$ cat src/rtl/rv_hello_uart_pkg.sv
// Shared types and helpers for the hello-world UART receiver.
//   rx_state_e    : receiver FSM states
//   DATA_BITS     : payload bits per frame
//   clks_per_bit(): system clocks per serial bit (truncating divide)
package rv_hello_uart_pkg;

    localparam int DATA_BITS = 8;

    typedef enum logic [2:0] {
        WAIT_IDLE,
        IDLE,
        START,
        DATA,
        PARITY,
        STOP
    } rx_state_e;

    function automatic int clks_per_bit(input int clock_freq, input int baud);
        return clock_freq / baud;
    endfunction

endpackage

$ cat src/rtl/rv_hello_uart_rx_fifo.sv
// Receive buffer: synchronous FIFO with a registered head.
//   clk, rst_n : clock, async active-low reset (contents discarded)
//   push, din  : write request and byte (ignored when full without a pop)
//   pop        : consume the head (ignored when empty)
//   full       : no free entry
//   valid, data: registered head; data holds steady until popped
module rv_hello_uart_rx_fifo #(
    parameter int DEPTH = 4,
    parameter int WIDTH = 8
) (
    input  logic             clk,
    input  logic             rst_n,
    input  logic             push,
    input  logic [WIDTH-1:0] din,
    input  logic             pop,
    output logic             full,
    output logic             valid,
    output logic [WIDTH-1:0] data
);

    localparam int AW = $clog2(DEPTH);

    logic [WIDTH-1:0] mem [DEPTH];
    logic [AW:0]      wr_ptr, rd_ptr, wr_ptr_n, rd_ptr_n;
    logic             empty, do_push, do_pop;

    // Extra MSB distinguishes full from empty when the addresses match.
    assign full     = (wr_ptr[AW] != rd_ptr[AW]) && (wr_ptr[AW-1:0] == rd_ptr[AW-1:0]);
    assign empty    = (wr_ptr == rd_ptr);
    assign do_pop   = pop && !empty;
    assign do_push  = push && (!full || do_pop);
    assign wr_ptr_n = wr_ptr + (AW+1)'(do_push);
    assign rd_ptr_n = rd_ptr + (AW+1)'(do_pop);

    always_ff @(posedge clk) begin
        if (do_push)
            mem[wr_ptr[AW-1:0]] <= din;
    end

    always_ff @(posedge clk or negedge rst_n) begin
        if (!rst_n) begin
            wr_ptr <= '0;
            rd_ptr <= '0;
            valid  <= 1'b0;
            data   <= '0;
        end else begin
            wr_ptr <= wr_ptr_n;
            rd_ptr <= rd_ptr_n;
            valid  <= (wr_ptr_n != rd_ptr_n);
            // The new head is the byte being written this cycle when it lands
            // in the slot the read pointer moves to; otherwise it is in memory.
            if (do_push && (wr_ptr[AW-1:0] == rd_ptr_n[AW-1:0]))
                data <= din;
            else
                data <= mem[rd_ptr_n[AW-1:0]];
        end
    end

endmodule

$ cat src/rtl/rv_hello_uart_rx.sv
// UART receiver: 8N1 deserializer feeding a small valid/ready byte FIFO.
// Optional 8E1 framing when RV_HELLO_UART_RX_PARITY_EN is defined.
//   clk, rst_n   : clock, async active-low reset
//   urx_pin      : asynchronous serial input, idle high
//   urx_valid    : FIFO head holds a byte
//   urx_data     : FIFO head byte
//   urx_ready    : consumer takes the head on valid && ready
//   busy         : a frame is being received
//   frame_err    : one-cycle pulse on a bad stop (or parity) bit
//   overflow     : sticky, a good byte was dropped on a full FIFO
//   clr_overflow : clears overflow; beats a same-cycle set
module rv_hello_uart_rx
    import rv_hello_uart_pkg::*;
#(
    parameter int CLOCK_FREQ = 1_000_000,
    parameter int BAUD_RATE  = 115_200,
    parameter int FIFO_DEPTH = 4
) (
    input  logic       clk,
    input  logic       rst_n,
    input  logic       urx_pin,
    output logic       urx_valid,
    output logic [7:0] urx_data,
    input  logic       urx_ready,
    output logic       busy,
    output logic       frame_err,
    output logic       overflow,
    input  logic       clr_overflow
);

    localparam int             CPB      = clks_per_bit(CLOCK_FREQ, BAUD_RATE);
    localparam int             CW       = $clog2(CPB);
    localparam logic [CW-1:0]  CNT_MID  = CW'(CPB / 2 - 1);
    localparam logic [CW-1:0]  CNT_LAST = CW'(CPB - 1);

    logic            sync1, rx_s;
    rx_state_e       state;
    logic [CW-1:0]   cnt;
    logic [2:0]      bit_idx;
    logic [7:0]      shreg;
`ifdef RV_HELLO_UART_RX_PARITY_EN
    logic            par_err;
`endif

    logic cnt_last, pop, fifo_full, can_accept, stop_ok, push;

    // Synchronizer resets to the idle level so reset release never looks like a start bit.
    always_ff @(posedge clk or negedge rst_n) begin
        if (!rst_n) begin
            sync1 <= 1'b1;
            rx_s  <= 1'b1;
        end else begin
            sync1 <= urx_pin;
            rx_s  <= sync1;
        end
    end

    assign cnt_last   = (cnt == CNT_LAST);
    assign pop        = urx_valid && urx_ready;
    assign can_accept = !fifo_full || pop;

    // A stop sample that yields a deliverable byte.
    always_comb begin
        stop_ok = (state == STOP) && cnt_last && rx_s;
`ifdef RV_HELLO_UART_RX_PARITY_EN
        stop_ok = stop_ok && !par_err;
`endif
    end

    assign push = stop_ok && can_accept;

    always_ff @(posedge clk or negedge rst_n) begin
        if (!rst_n) begin
            state     <= WAIT_IDLE;
            cnt       <= '0;
            bit_idx   <= '0;
            shreg     <= '0;
            busy      <= 1'b0;
            frame_err <= 1'b0;
            overflow  <= 1'b0;
`ifdef RV_HELLO_UART_RX_PARITY_EN
            par_err   <= 1'b0;
`endif
        end else begin
            frame_err <= 1'b0;

            if (clr_overflow)
                overflow <= 1'b0;
            else if (stop_ok && !can_accept)
                overflow <= 1'b1;

            case (state)
                // Need a full bit time of idle before trusting a falling edge.
                WAIT_IDLE: begin
                    if (!rx_s)
                        cnt <= '0;
                    else if (cnt_last) begin
                        cnt   <= '0;
                        state <= IDLE;
                    end else
                        cnt <= cnt + CW'(1);
                end

                IDLE: begin
                    if (!rx_s) begin
                        cnt   <= '0;
                        busy  <= 1'b1;
                        state <= START;
                    end
                end

                // Half a bit in: confirms the start bit and re-phases the
                // counter so later samples land mid-bit.
                START: begin
                    if (cnt == CNT_MID) begin
                        cnt <= '0;
                        if (rx_s) begin
                            busy  <= 1'b0;
                            state <= IDLE;
                        end else begin
                            bit_idx <= '0;
                            state   <= DATA;
                        end
                    end else
                        cnt <= cnt + CW'(1);
                end

                DATA: begin
                    if (cnt_last) begin
                        cnt     <= '0;
                        shreg   <= {rx_s, shreg[7:1]};
                        bit_idx <= bit_idx + 3'd1;
                        if (bit_idx == 3'(DATA_BITS - 1))
`ifdef RV_HELLO_UART_RX_PARITY_EN
                            state <= PARITY;
`else
                            state <= STOP;
`endif
                    end else
                        cnt <= cnt + CW'(1);
                end

`ifdef RV_HELLO_UART_RX_PARITY_EN
                // Even parity: the parity bit equals the XOR of the data bits.
                PARITY: begin
                    if (cnt_last) begin
                        cnt     <= '0;
                        par_err <= (rx_s != ^shreg);
                        state   <= STOP;
                    end else
                        cnt <= cnt + CW'(1);
                end
`endif

                STOP: begin
                    if (cnt_last) begin
                        cnt  <= '0;
                        busy <= 1'b0;
                        if (!rx_s) begin
                            // Bad stop / break: wait for a clean idle line.
                            frame_err <= 1'b1;
                            state     <= WAIT_IDLE;
                        end else begin
`ifdef RV_HELLO_UART_RX_PARITY_EN
                            if (par_err)
                                frame_err <= 1'b1;
`endif
                            state <= IDLE;
                        end
                    end else
                        cnt <= cnt + CW'(1);
                end

                default: begin
                    cnt   <= '0;
                    busy  <= 1'b0;
                    state <= WAIT_IDLE;
                end
            endcase
        end
    end

    rv_hello_uart_rx_fifo #(
        .DEPTH (FIFO_DEPTH),
        .WIDTH (8)
    ) u_fifo (
        .clk   (clk),
        .rst_n (rst_n),
        .push  (push),
        .din   (shreg),
        .pop   (pop),
        .full  (fifo_full),
        .valid (urx_valid),
        .data  (urx_data)
    );

endmodule

$ cat config.mk
export PLATFORM = sky130hd
export DESIGN_NAME = rv_hello_uart_rx
export DESIGN_NICKNAME = d
export VERILOG_FILES = /design/src/rtl/rv_hello_uart_pkg.sv /design/src/rtl/rv_hello_uart_rx_fifo.sv /design/src/rtl/rv_hello_uart_rx.sv
export SDC_FILE = /design/constraint.sdc
export NUM_CORES = 1
export LEC_CHECK = 0
export BUFFER_PORTS_ARGS = -buffer_cell sky130_fd_sc_hd__buf_2
export CELL_PAD_IN_SITES_DETAIL_PLACEMENT = 0
export CELL_PAD_IN_SITES_GLOBAL_PLACEMENT = 1
export CORE_AREA = 5 5 79 81
export CTS_BUF_LIST = sky130_fd_sc_hd__clkbuf_2 sky130_fd_sc_hd__clkbuf_4 sky130_fd_sc_hd__clkbuf_8
export CTS_CLUSTER_SIZE = 40
export DETAILED_ROUTE_END_ITERATION = 8
export DIE_AREA = 0 0 84 86
export GPL_ROUTABILITY_DRIVEN = 0
export PLACE_DENSITY_LB_ADDON = 0.1
export SYNTH_ARGS = -nofsm -noshare
export SYNTH_HDL_FRONTEND = slang
export SYNTH_SLANG_ARGS = --single-unit
export TNS_END_PERCENT = 100
$ cat constraint.sdc
create_clock -name clk -period 3.84 [get_ports clk]
set_input_delay 0.576 -clock clk [delete_from_list [all_inputs] [get_ports clk]]
set_output_delay 0.576 -clock clk [all_outputs]
set_load 0.02 [all_outputs]
# After elaboration in Yosys (flattened, before gate mapping)

Memory sizes are Yosys's and may differ from the RTL's. A register that Yosys moved wholly into a read port is not among the register bits.
Cells that the tools add are included.

Bits in registers: 29
RAM bits: 32
Input bits: 5
Output and inout port bits: 12
Logic and storage cells: 91
Memories kept: 1

$add $sub $neg: 4
Eq/ne operators: 20
Muxes and demuxes: 30
Bitwise logic cells: 1
Reductions and logical operators: 23

Memories:

| name       | depth | bits a word | read ports | clocked after memory_dff | write ports | RTL line                    | RTL |
|---|---|---|---|---|---|---|---|
| u_fifo.mem | 4     | 8           | 1          | 1                        | 1           | rv_hello_uart_rx_fifo.sv:23 | `logic [WIDTH-1:0] mem [DEPTH];` |

Operator list:

| kind                                                                   | count |
|---|---|
| 3-bit 2-to-1 mux                                                       | 13 |
| 2-bit != test (second input constant)                                  | 9 |
| 3-bit case mux with 5 select lines                                     | 1 |
| 1-bit 2-to-1 mux                                                       | 12 |
| 3-bit case mux with 4 select lines                                     | 1 |
| 3-bit by 2-bit equality test with 1-bit output (second input constant) | 3 |
| 3-bit equality test (second input constant)                            | 3 |
| 1-bit logical AND                                                      | 8 |
| 7-bit AND reduction                                                    | 1 |
| 3-bit by 1-bit adder with 3-bit output                                 | 2 |
| 3-bit by 1-bit adder with 3-bit output (second input constant)         | 2 |
| 3-bit case mux with 2 select lines                                     | 1 |
| 5-bit AND reduction                                                    | 1 |
| 1-bit logical NOT                                                      | 4 |
| 1-bit case mux with 4 select lines                                     | 1 |
| 4-bit AND reduction                                                    | 1 |
| 2-bit nonzero test                                                     | 2 |
| 2-bit OR reduction                                                     | 2 |
| 3-bit by 1-bit equality test with 1-bit output (second input constant) | 1 |
| 3-bit equality test                                                    | 1 |
| 3-bit logical NOT                                                      | 1 |
| 3-bit != test                                                          | 1 |
| 2-bit equality test                                                    | 1 |
| 1-bit logical OR                                                       | 2 |
| other kinds (4)                                                        | 4 |

# Longest topological paths before layout

Gate-level depths: netlist of the first run.

Depth after elaboration: 8
Mapped depth: 11
Gate-level depth less buffers: 11

# By module

A second synthesis of the first run with hierarchy kept.

Cell total of the unflattened synthesis: 198
Area, all modules: 3,020.4 µm²

By module, submodules not included:

| module                | instances | cells an instance | area an instance (µm²) | seq. area each (µm²) |
|---|---|---|---|---|
| rv_hello_uart_rx_fifo | 1         | 91                | 1,850.5                | 1,336.3 |
| rv_hello_uart_rx      | 1         | 107               | 1,169.9                | 553.0 |

# Worst setup path after synthesis of the first run

No wires, ideal clock.

Kind: register to register
From: register u_fifo.wr_ptr[1]
To: register u_fifo.valid
Library setup time: 0.131 ns
Data arrival time: 2.260 ns
Data required time: 3.709 ns
Setup slack: 1.449 ns
Cell stages (with the launch flop): 10
Path buffers: 0
Period minus slack after synthesis: 2.391 ns
Cells stage by stage: dfrtp_1 -> xor2_1 -> a2111oi_2 -> nand2b_1 -> inv_1 -> ha_1 -> ha_1 -> xor2_1 -> xor2_1 -> or3_1

Longest elaborated chain between the ends: 8
Elaborated cells on any way between the ends: 13
Classes of those cells: 2 x add/sub; 3 x eq/ne; 8 x reduce/logical

RTL lines:

| element                                    | RTL line                                            | RTL |
|---|---|---|
| from (decl)                                | rv_hello_uart_rx_fifo.sv:24                         | `logic [AW:0] wr_ptr, rd_ptr, wr_ptr_n, rd_ptr_n;` |
| from (signal assigned)                     | rv_hello_uart_rx_fifo.sv:47                         | `wr_ptr <= wr_ptr_n;` |
| 2-bit equality test                        | rv_hello_uart_rx_fifo.sv:28                         | `assign full = (wr_ptr[AW] != rd_ptr[AW]) && (wr_ptr[AW-1:0] == rd_ptr[AW-1:0]);` |
| 1-bit logical AND                          | rv_hello_uart_rx_fifo.sv:28                         |  |
| 1-bit logical NOT                          | rv_hello_uart_rx_fifo.sv:31, rv_hello_uart_rx.sv:60 |  |
| 1-bit logical OR                           | rv_hello_uart_rx.sv:60                              | `assign can_accept = !fifo_full \|\| pop;` |
| 1-bit logical AND                          | rv_hello_uart_rx.sv:70                              | `assign push = stop_ok && can_accept;` |
| 1-bit logical AND                          | rv_hello_uart_rx_fifo.sv:31                         | `assign do_push = push && (!full \|\| do_pop);` |
| 3-bit by 1-bit adder with 3-bit output (*) | rv_hello_uart_rx_fifo.sv:32                         | `assign wr_ptr_n = wr_ptr + (AW+1)'(do_push);` |
| named net u_fifo.wr_ptr_n[2]               | rv_hello_uart_rx_fifo.sv:24                         |  |
| 3-bit != test (*)                          | rv_hello_uart_rx_fifo.sv:49                         | `valid <= (wr_ptr_n != rd_ptr_n);` |
| to (signal assigned)                       | rv_hello_uart_rx_fifo.sv:49                         |  |
| to (decl)                                  | rv_hello_uart_rx_fifo.sv:17                         | `output logic valid,` |

Mark *: on every way through the listed nets, which the timed path passes. The rest lies on a longest branch.
A chain may end at the register's enable or synchronous reset.

# Worst setup path after layout of the first run

From: register cnt[0]
To: register u_fifo.valid

Longest elaborated chain between the ends: 7

RTL lines:

| element                                | RTL line                    | RTL |
|---|---|---|
| from (decl)                            | rv_hello_uart_rx.sv:38      | `logic [CW-1:0] cnt;` |
| from (signal assigned)                 | rv_hello_uart_rx.sv:101     | `cnt <= cnt + CW'(1);` |
| from (signal assigned)                 | rv_hello_uart_rx.sv:125     | `cnt <= cnt + CW'(1);` |
| from (signal assigned)                 | rv_hello_uart_rx.sv:140     | `cnt <= cnt + CW'(1);` |
| 3-bit equality test                    | rv_hello_uart_rx.sv:58      | `assign cnt_last = (cnt == CNT_LAST);` |
| 1-bit logical AND (2 in series)        | rv_hello_uart_rx.sv:64      | `stop_ok = (state == STOP) && cnt_last && rx_s;` |
| 1-bit logical AND                      | rv_hello_uart_rx.sv:70      |  |
| 1-bit logical AND                      | rv_hello_uart_rx_fifo.sv:31 |  |
| 3-bit by 1-bit adder with 3-bit output | rv_hello_uart_rx_fifo.sv:32 |  |
| named net u_fifo.wr_ptr_n[2]           | rv_hello_uart_rx_fifo.sv:24 |  |
| 3-bit != test                          | rv_hello_uart_rx_fifo.sv:49 |  |

The timed path passes the listed nets, and every way through them passes these cells.

==> flow_metrics.py, run 1 <==
metrics = {
    "outcome": {
        "run_status": "finished, final reports clean",
    },
    "clock_tree": {
        "cts_root_buf": "clkbuf_8",
        "cts_tree": "built",
        "clk_pin_slew_ns": 0.07,
        "cts.repair.resized": 0,
        "clock_path_buffers": 2,
        "htreeDepth": 3,
        "cts_made_buffers": 9,
        "clk_latency_ns": 0.34,
        "cts_sinks": 69,
        "postCtsSetupRepairBufs": 0,
        "cts_hold_buf": 0,
    },
    "detailed_routing": {
        "antenna_left": 0,
        "totalWireLength_um": 5240,
        "route.detailed.drc": 0,
        "dr_total_vias": 1699,
        "via_per_inst": 5.61,
        "drt_first_iter_violations": 75,
        "dr.pass1.iters": 5,
        "avgRoutedWirePerCell_um": 17.3,
    },
    "sta": {
        "setup_ws_ns": 1.09,
        "fin_setup_tns_ns": 0,
        "timing.final.crit_share": 0.715,
        "layout_min_cycle_time_ns": 2.75,
        "drv_slew": 0,
        "whs_ns": 0.327,
        "timing.fmax_mhz": 364,
        "worst_pin_slew_ns": 0.868,
        "hold_viol": 0,
        "finalSetupViolations": 0,
        "rsz0062_at_grt": "false",
        "final.setup_skew_ns": 0.00892,
        "slew_headroom": 0.421,
    },
    "yosys": {
        "synthArstFlopShare": 0.536,
        "yosysSeqAreaShare": 0.647,
        "ys_ff_latch": 69,
        "ys.flop_type": "dfrtp_1",
        "syn_area_per_cell_um2": 14.4,
        "syn-cell-area_mm2": 0.00292,
        "synth_top_area_share": 0.329,
        "synth_area_leaders": "edfxtp_1 33%, dfrtp_1 30%, mux4_2 6.2%",
        "synth.largest_area_cell": "edfxtp_1",
        "synth.net_count": 218,
        "syn-instance-count": 203,
        "synth_cell_types": 38,
        "synth_edf_count": 32,
        "yosysWarnings": 0,
    },
    "power": {
        "comb_power_share": 0.073,
        "clock_power_share": 0.381,
        "p_switching_uw": 365,
        "p_int_mw": 1.15,
        "seq_power_share": 0.546,
        "swShare": 0.241,
        "p_leak_nw": 1.48,
        "p_per_area_mw_per_mm2": 461,
        "vdd_drop_max_v": 0.000244,
    },
    "floorplan": {
        "die_x_um": 84,
        "die_area_mm2": 0.00722,
        "core_mm2": 0.00541,
        "start_util": 0.541,
        "num_io_pins": 17,
        "die_height_um": 86,
        "num_rows": 27,
    },
    "critical_path": {
        "worstSetupEndpointType": "register",
        "crit_path_max_fanout": 7,
        "cp.arrival_ns": 2.97,
        "crit_required_ns": 4.06,
        "r2r_slack_ns": 1.09,
        "crit_family": "simple AND/OR/NAND/NOR gates",
        "crit_chain": "ha_1 > ha_1 > nand2_1 > nor2_1 > nand2b_1 > inv_1 > ha_1 > ha_1 > xor2_1 > xor2_1 > or3_1",
        "criticalPathCategory": "register to register",
        "cp.buffers_inverters": 1,
        "critPathSlowestCell": "dfrtp_1",
        "path_common_cell": "ha_1",
        "cp-start-kind": "register",
        "cpPeakStageDelay_ns": 0.40,
    },
    "placement": {
        "placed_cells": 287,
        "pre_cts_slack_ns": 1.16,
        "portBuffers": 16,
        "placedInstanceArea_mm2": 0.00308,
        "post-dp-hpwl_um": 3420,
    },
    "flow_run": {
        "drv_cap": 0,
    },
    "cells_and_area": {
        "seqCellArea_mm2": 0.00189,
        "fin_nets": 241,
        "drive_above_1_share": 0.238,
        "layout.cells.most_common": "dfrtp_1",
        "num_antenna_cells": 0,
        "area_growth_syn_to_layout_pct": 12.2,
        "multi_input_area_um2": 983,
        "final_cell_mix": "35 x dfrtp_1, 32 x edfxtp_1, 28 x nand2_1, 16 x buf_2, 10 x ha_1",
        "fin_cells": 303,
        "design_area_mm2": 0.00328,
        "n_fill_cell": 424,
    },
    "min_path": {
        "holdCritPathClass": "input port to register",
    },
    "global_route": {
        "grt_pass1_wl_um": 8910,
        "antenna_found_initial": 0,
        "grt_start_max_net_pins": 38,
        "grt_use_total": 0.164,
        "grt_pass1_vias": 1803,
        "grt.overflow.total": 0,
    },
}
path summary, 6_finish.rpt:
| path | endpoint | cells after the start | start |
|---|---|---|---|
| setup / recovery | u_fifo.valid | 11 | cnt[0] |
| hold / removal | sync1 | 1 | urx_pin |
| setup reg to reg | u_fifo.valid | 11 | cnt[0] |
| hold reg to reg | rx_s | 0 | sync1 |
| max in group asynchronous | busy | 1 | rst_n |
| min in group asynchronous | u_fifo.valid | 1 | rst_n |
final cells by class:
class | count | area share
flip-flops and latches | 69 | 0.576
multi-input cells | 122 | 0.300
clock buffers | 10 | 0.0401
repair buffers | 19 | 0.0313
well taps | 72 | 0.0275
clock inverters | 6 | 0.0195
inverters | 5 | 0.00572
logic make-up (layout without fill, tap and decap cells):
kind of cell,Yosys count,count (layout),synth area share
AOI/OAI and AO/OA,28,28,0.0655
xor gates and xnor gates,10,10,0.0300
adders and majority gates,10,10,0.0428
buffers and inverters,12,40,0.0167
DFF,69,69,0.647
muxes,18,18,0.0994
and+or+nand+nor,56,56,0.0989
sequential cells by signal, indices dropped and copies added (netlist names):
register / count
rx_s: 1
overflow: 1
busy: 1
cnt: 3
u_fifo.data: 8
u_fifo.valid: 1
frame_err: 1
bit_idx: 3
state: 3
u_fifo.rd_ptr: 3
u_fifo.mem: 32
sync1: 1
shreg: 8
u_fifo.wr_ptr: 3
metal layers:
layer | track usage | wire length, um | vias to the layer above
li1 | - | - | 793
met1 | 0.201 | 2390 | 866
met2 | 0.263 | 2560 | 28
met3 | 0.0480 | 174 | 12
met4 | 0.0863 | 119 | 0
met5 | 0 | 0 | -
cell usage after synthesis (all sizes together) (2+ instances only):
library cell,n
mux2i,2
dfrtp,35
a21oi,5
nor2b,5
o31a,2
nor3,2
edfxtp,32
buf,3
ha,10
a22oi,2
inv,5
o21ai,8
nor2,4
xor2,7
nand2b,2
o22ai,2
mux4,8
nor3b,3
clkbuf,4
nand3,3
dfstp,2
and2,4
mux2,8
nand2,28
a22o,2
xnor2,3
metrics by stage:
step | utilization | power, mW
floorplan | - | 0.915
global placement | 0.571 | 0.945
detailed placement | 0.571 | 0.951
CTS | 0.607 | 1.53
global route | 0.607 | 1.59
finish | 0.607 | 1.51
power groups by stage:
stage          logic [mW]  clock network [mW]  registers, mW
3_3_place_gp        0.107                   0          0.838
5_1_grt             0.126               0.633          0.830
6_report            0.110               0.577          0.826
4_1_cts             0.113               0.588          0.825
2_1_floorplan      0.0852                   0          0.830
3_5_place_dp        0.112                   0          0.839
No activity file was read; power rests on OpenSTA's default activity.
==> run 2, diff against run 1 <==
Settings changed: CORE_AREA 5 5 79 81 to 5 5 85 87, DIE_AREA 0 0 84 86 to 0 0 90 92.
Clock period 3.84 ns to 2.5 ns, I/O delays scaled along.
==> run 2 against run 1 <==
Net effect:
- final cell count rose by 6.3%
- sequential power rose by 50%
- non-clock buffer count rose by 14
- wire length rose by 4.6%
- first-iteration DRC count fell by 23%
- combinational power rose by 88%
- final area rose by 5.8%
- flip-flop and latch count did not move
- maximum frequency rose by 14%
- global-route usage fell by 2.0 points
- core utilization fell by 5.4 points
- sequential share of layout area fell by 3.2 points
==> flow_metrics.py, run 2 (synthesis gave the netlist of run 1 again) <==
metrics = {
    "outcome": {
        "run_status": "finished, final reports clean",
    },
    "global_route": {
        "grt.overflow.total": 0,
        "grt_pass1_vias": 1807,
        "grt_use_total": 0.143,
        "grt_pass1_wl_um": 9100,
        "grt_start_max_net_pins": 38,
        "antenna_found_initial": 0,
    },
    "critical_path": {
        "crit_cells": 9,
        "crit_end": "u_fifo.valid",
        "cp.arrival_ns": 2.64,
        "critPathSlowestCell": "dfrtp_1",
        "cpPeakStageDelay_ns": 0.42,
        "r2r_slack_ns": 0.08,
        "crit_chain": "xnor2_2 > a2111oi_4 > nand2b_4 > inv_1 > ha_1 > ha_1 > xor2_2 > xor2_1 > or3_1",
        "r2r-end": "u_fifo.valid",
        "setup.worst_path.start": "u_fifo.rd_ptr[2]",
        "crit_family": "simple AND/OR/NAND/NOR gates",
        "path_common_cell": "ha_1",
        "cp.buffers_inverters": 1,
        "reg2reg_depth": 9,
        "crit_required_ns": 2.72,
        "worstSetupEndpointType": "register",
        "r2r-start": "u_fifo.rd_ptr[2]",
        "criticalPathCategory": "register to register",
        "crit_path_max_fanout": 2,
        "cp-start-kind": "register",
    },
    "floorplan": {
        "num_rows": 29,
        "start_util": 0.465,
        "die_x_um": 90,
        "die_area_mm2": 0.00828,
        "num_io_pins": 17,
        "core_mm2": 0.00628,
        "die_height_um": 92,
    },
    "sta": {
        "layout_min_cycle_time_ns": 2.42,
        "hold_viol": 0,
        "finalSetupViolations": 0,
        "timing.final.crit_share": 0.966,
        "slew_headroom": 0.437,
        "timing.fmax_mhz": 414,
        "worst_pin_slew_ns": 0.844,
        "final.setup_skew_ns": 0.0126,
        "drv_slew": 0,
        "setup_ws_ns": 0.0844,
    },
    "clock_tree": {
        "clk_latency_ns": 0.35,
        "cts_sinks": 69,
        "cts_root_buf": "clkbuf_8",
        "clock_path_buffers": 2,
        "cts_made_buffers": 9,
        "cts_tree": "built",
        "clk_pin_slew_ns": 0.08,
        "cts_hold_buf": 0,
        "htreeDepth": 3,
    },
    "detailed_routing": {
        "avgRoutedWirePerCell_um": 17.0,
        "via_per_inst": 5.35,
        "dr.pass1.iters": 4,
        "drt_first_iter_violations": 58,
        "antenna_left": 0,
        "totalWireLength_um": 5480,
        "dr_total_vias": 1722,
        "route.detailed.drc": 0,
    },
    "placement": {
        "placedInstanceArea_mm2": 0.00318,
        "post-dp-hpwl_um": 3600,
        "pre_cts_slack_ns": 0.0345,
        "portBuffers": 16,
    },
    "power": {
        "clock_power_share": 0.409,
        "p_switching_uw": 582,
        "vdd_drop_max_v": 0.000525,
        "seq_power_share": 0.507,
        "comb_power_share": 0.084,
        "swShare": 0.237,
        "p_leak_nw": 1.55,
        "p_per_area_mw_per_mm2": 707,
        "p_int_mw": 1.87,
    },
    "cells_and_area": {
        "seqCellArea_mm2": 0.00189,
        "layout.cells.most_common": "dfrtp_1",
        "n_fill_cell": 501,
        "design_area_mm2": 0.00347,
        "largest_reg_flops": 32,
        "final_cell_mix": "35 x dfrtp_1, 32 x edfxtp_1, 28 x nand2_1, 17 x buf_4, 16 x buf_2",
        "fin_util": 0.553,
        "fin_nets": 255,
        "drive_above_1_share": 0.306,
        "area_growth_syn_to_layout_pct": 18.8,
        "multi_input_area_mm2": 0.00104,
        "num_antenna_cells": 0,
    },
    "min_path": {
        "holdCritPathClass": "input port to register",
    },
    "flow_run": {
        "drv_cap": 0,
    },
}
==> run 2: cell count changes in the layout (fill, tap and decap cells not counted), moves of 2 or more <==
cell,before,now
xnor2_1,3,1
xor2_2,0,2
xnor2_2,0,2
inv_6,0,2
buf_4,3,17
xor2_1,7,5
==> run 2: area by class of cell <==
class | count | area share
flip-flops and latches | 69 | 0.545
multi-input cells | 122 | 0.299
repair buffers | 33 | 0.0599
well taps | 77 | 0.0278
clock inverters | 7 | 0.0281
clock buffers | 9 | 0.0357
inverters | 5 | 0.00541
==> run 2: worst min path at each step <==
stage	end	slack, ns	startpoint	cells past startpoint
2_1_floorplan	bit_idx[0]	0.08	rst_n	0
3_3_place_gp	rx_s	0.35	sync1	0
3_5_place_dp	rx_s	0.35	sync1	0
4_1_cts	sync1	0.1	urx_pin	1
5_1_grt	sync1	0.10	urx_pin	1
6_report	sync1	0.12	urx_pin	1
==> run 2: worst reg2reg max path: stages, from the launching register on <==
cell	delay, ns
dfrtp_1	0.42
xnor2_2	0.18
a2111oi_4	0.37
nand2b_4	0.20
inv_1	0.05
ha_1	0.17
ha_1	0.21
xor2_2	0.17
xor2_1	0.17
or3_1	0.37
==> run 2: metal layers <==
metal / GRT usage / share of wire / vias to the layer above
li1: - / - / 817
met1: 0.179 / 0.44 / 872
met2: 0.232 / 0.52 / 27
met3: 0.0376 / 0.032 / 6
met4: 0.0707 / 0.014 / 0
met5: 0 / 0 / -
==> run 2: repair_timing <==
item	CTS	global route
resized for setup	0	7
setup buffers	0	2
endpoints found under the setup margin	0	9
==> run 2: power groups by stage <==
stage	logic [mW]	registers, mW	clock network (mW)
2_1_floorplan	0.131	1.28	0
4_1_cts	0.207	1.24	1.03
5_1_grt	0.233	1.25	1.08
3_5_place_dp	0.206	1.27	0
6_report	0.207	1.24	1.00
3_3_place_gp	0.201	1.26	0
==> run 2: through the flow <==
step | instances | hold slack [ns] | power, mW | setup TNS [ns]
floorplan | 203 | 0.0794 | 1.41 | 0
global placement | 304 | 0.349 | 1.46 | 0
detailed placement | 304 | 0.354 | 1.47 | 0
CTS | 320 | 0.0997 | 2.48 | 0
global route | 322 | 0.104 | 2.55 | -0.0211
finish | 322 | 0.117 | 2.45 | 0
==> run 3, diff against run 2 <==
Settings changed: CELL_PAD_IN_SITES_DETAIL_PLACEMENT 0 to 1.
==> run 3 against run 2 <==
Net effect:
- core utilization grew 0.50 points
- register-to-register slack improved by 0.02 ns
- clock power barely moved
- first-iteration DRC count increased by 31%
- clock skew decreased by 0.0027 ns
- critical path depth unchanged
- non-clock buffer count up 3
- power is 0.57% higher
- flip-flop and latch count did not move
- critical path type unchanged
- largest cell class unchanged
- largest power group unchanged
==> flow_metrics.py, run 3 (synthesis gave the netlist of run 1 again) <==
metrics = {
    "critical_path": {
        "path_common_cell": "xor2_2",
        "cp-start-kind": "register",
        "criticalPathCategory": "register to register",
        "worstSetupEndpointType": "register",
        "crit_family": "simple AND/OR/NAND/NOR gates",
        "r2r-end": "u_fifo.valid",
        "r2r-start": "u_fifo.wr_ptr[1]",
        "cp.buffers_inverters": 1,
        "crit_path_max_fanout": 2,
        "r2r_slack_ns": 0.11,
        "reg2reg_depth": 9,
        "crit_required_ns": 2.73,
        "crit_chain": "xor2_2 > a2111oi_4 > nand2b_4 > inv_1 > ha_1 > ha_2 > xor2_2 > xor2_1 > or3_1",
        "critPathSlowestCell": "dfrtp_1",
        "cp.arrival_ns": 2.62,
        "cpPeakStageDelay_ns": 0.41,
    },
    "sta": {
        "setup_ws_ns": 0.106,
        "fin_setup_tns_ns": 0,
        "slew_headroom": 0.432,
        "hold_viol": 0,
        "layout_min_cycle_time_ns": 2.39,
        "final.setup_skew_ns": 0.00992,
        "worst_pin_slew_ns": 0.852,
        "whs_ns": 0.119,
        "timing.fmax_mhz": 418,
        "drv_slew": 0,
        "finalSetupViolations": 0,
        "timing.final.crit_share": 0.958,
        "rsz0062_at_grt": "false",
    },
    "cells_and_area": {
        "area_growth_syn_to_layout_pct": 19.8,
        "largest_reg_flops": 32,
        "n_fill_cell": 628,
        "num_antenna_cells": 0,
        "fin_nets": 258,
        "final_cell_mix": "35 x dfrtp_1, 32 x edfxtp_1, 28 x nand2_1, 20 x buf_4, 16 x buf_2",
        "drive_above_1_share": 0.319,
        "fin_cells": 325,
        "layout.cells.most_common": "dfrtp_1",
    },
    "min_path": {
        "holdCritPathClass": "input port to register",
        "hp-start": "urx_pin",
        "worstHoldPathCells": 1,
        "hold_path_end": "sync1",
    },
    "clock_tree": {
        "clk_pin_slew_ns": 0.08,
        "cts_tree": "built",
        "cts_hold_buf": 0,
        "cts_made_buffers": 9,
        "cts_root_buf": "clkbuf_8",
        "htreeDepth": 3,
        "clock_path_buffers": 2,
        "cts_sinks": 69,
        "clk_latency_ns": 0.35,
    },
    "floorplan": {
        "die_area_mm2": 0.00828,
        "num_io_pins": 17,
        "num_rows": 29,
        "die_height_um": 92,
        "core_mm2": 0.00628,
        "die_x_um": 90,
        "start_util": 0.465,
    },
    "detailed_routing": {
        "via_per_inst": 5.38,
        "avgRoutedWirePerCell_um": 19.3,
        "totalWireLength_um": 6270,
        "antenna_left": 0,
        "dr_total_vias": 1750,
        "dr.pass1.iters": 4,
        "drt_first_iter_violations": 76,
        "route.detailed.drc": 0,
    },
    "global_route": {
        "grt_start_max_net_pins": 38,
        "grt_pass1_wl_um": 10500,
        "grt_use_total": 0.163,
        "grt.overflow.total": 0,
        "grt_pass1_vias": 1950,
        "antenna_found_initial": 0,
    },
    "outcome": {
        "run_status": "finished, final reports clean",
    },
    "power": {
        "p_per_area_mw_per_mm2": 705,
        "vdd_drop_max_v": 0.000482,
        "p_leak_nw": 1.56,
        "total_power_mw": 2.47,
    },
    "placement": {
        "post-dp-hpwl_um": 4100,
        "portBuffers": 16,
        "pre_cts_slack_ns": 0.000693,
        "placed_cells": 304,
    },
    "flow_run": {
        "drv_cap": 0,
    },
}
==> run 3: cell count changes in the layout (fill, tap and decap cells not counted), sizes merged <==
cell,change
buf,+3
==> run 3: stage by stage <==
stage	cell area, um^2	utilization
6_report	3500	0.558
5_1_grt	3500	0.558
4_1_cts	3450	0.550
3_5_place_dp	3180	0.507
3_3_place_gp	3180	0.507
2_1_floorplan	2920	-
==> run 3: how the worst max path moves through the flow <==
| stage | endpoint | cells past startpoint | slack, ns | from |
|---|---|---|---|---|
| 3_3_place_gp | u_fifo.valid | 9 | 0.10 | u_fifo.rd_ptr[1] |
| 4_1_cts | u_fifo.data[4] | 8 | 0.02 | u_fifo.rd_ptr[1] |
| 2_1_floorplan | u_fifo.valid | 9 | 0.11 | u_fifo.wr_ptr[1] |
| 3_5_place_dp | u_fifo.valid | 9 | 0.0007 | u_fifo.rd_ptr[1] |
| 5_1_grt | u_fifo.valid | 9 | 0.009 | u_fifo.wr_ptr[1] |
| 6_report | u_fifo.valid | 9 | 0.11 | u_fifo.wr_ptr[1] |
==> run 3: layout make-up <==
cell class	count	area, um^2	area share
Sequential cell	69	1890	0.540
Multi-Input combinational cell	122	1050	0.299
Timing Repair Buffer	36	230	0.0658
Clock buffer	9	124	0.0354
Clock inverter	7	96.3	0.0275
Tap cell	77	96.3	0.0275
Inverter	5	18.8	0.00536
==> run 3: layer usage <==
layer | global-route usage | routed length, um
met5 | 0 | 0
met4 | 0.0682 | 116
met3 | 0.0352 | 153
met2 | 0.270 | 3170
met1 | 0.209 | 2830
==> run 3: repair_timing <==
| item | CTS | global route |
|---|---|---|
| endpoints found under the setup margin | 1 | 9 |
| setup buffers | 3 | 2 |
| pin swaps | 1 | 3 |
| gates resized for setup | 3 | 6 |
==> run 3: power breakdown <==
part           total [mW]  internal [mW]  switching, mW
Combinational       0.216         0.0907          0.125
Sequential           1.24           1.22         0.0283
Clock                1.01          0.565          0.443
Total                2.47           1.87          0.596
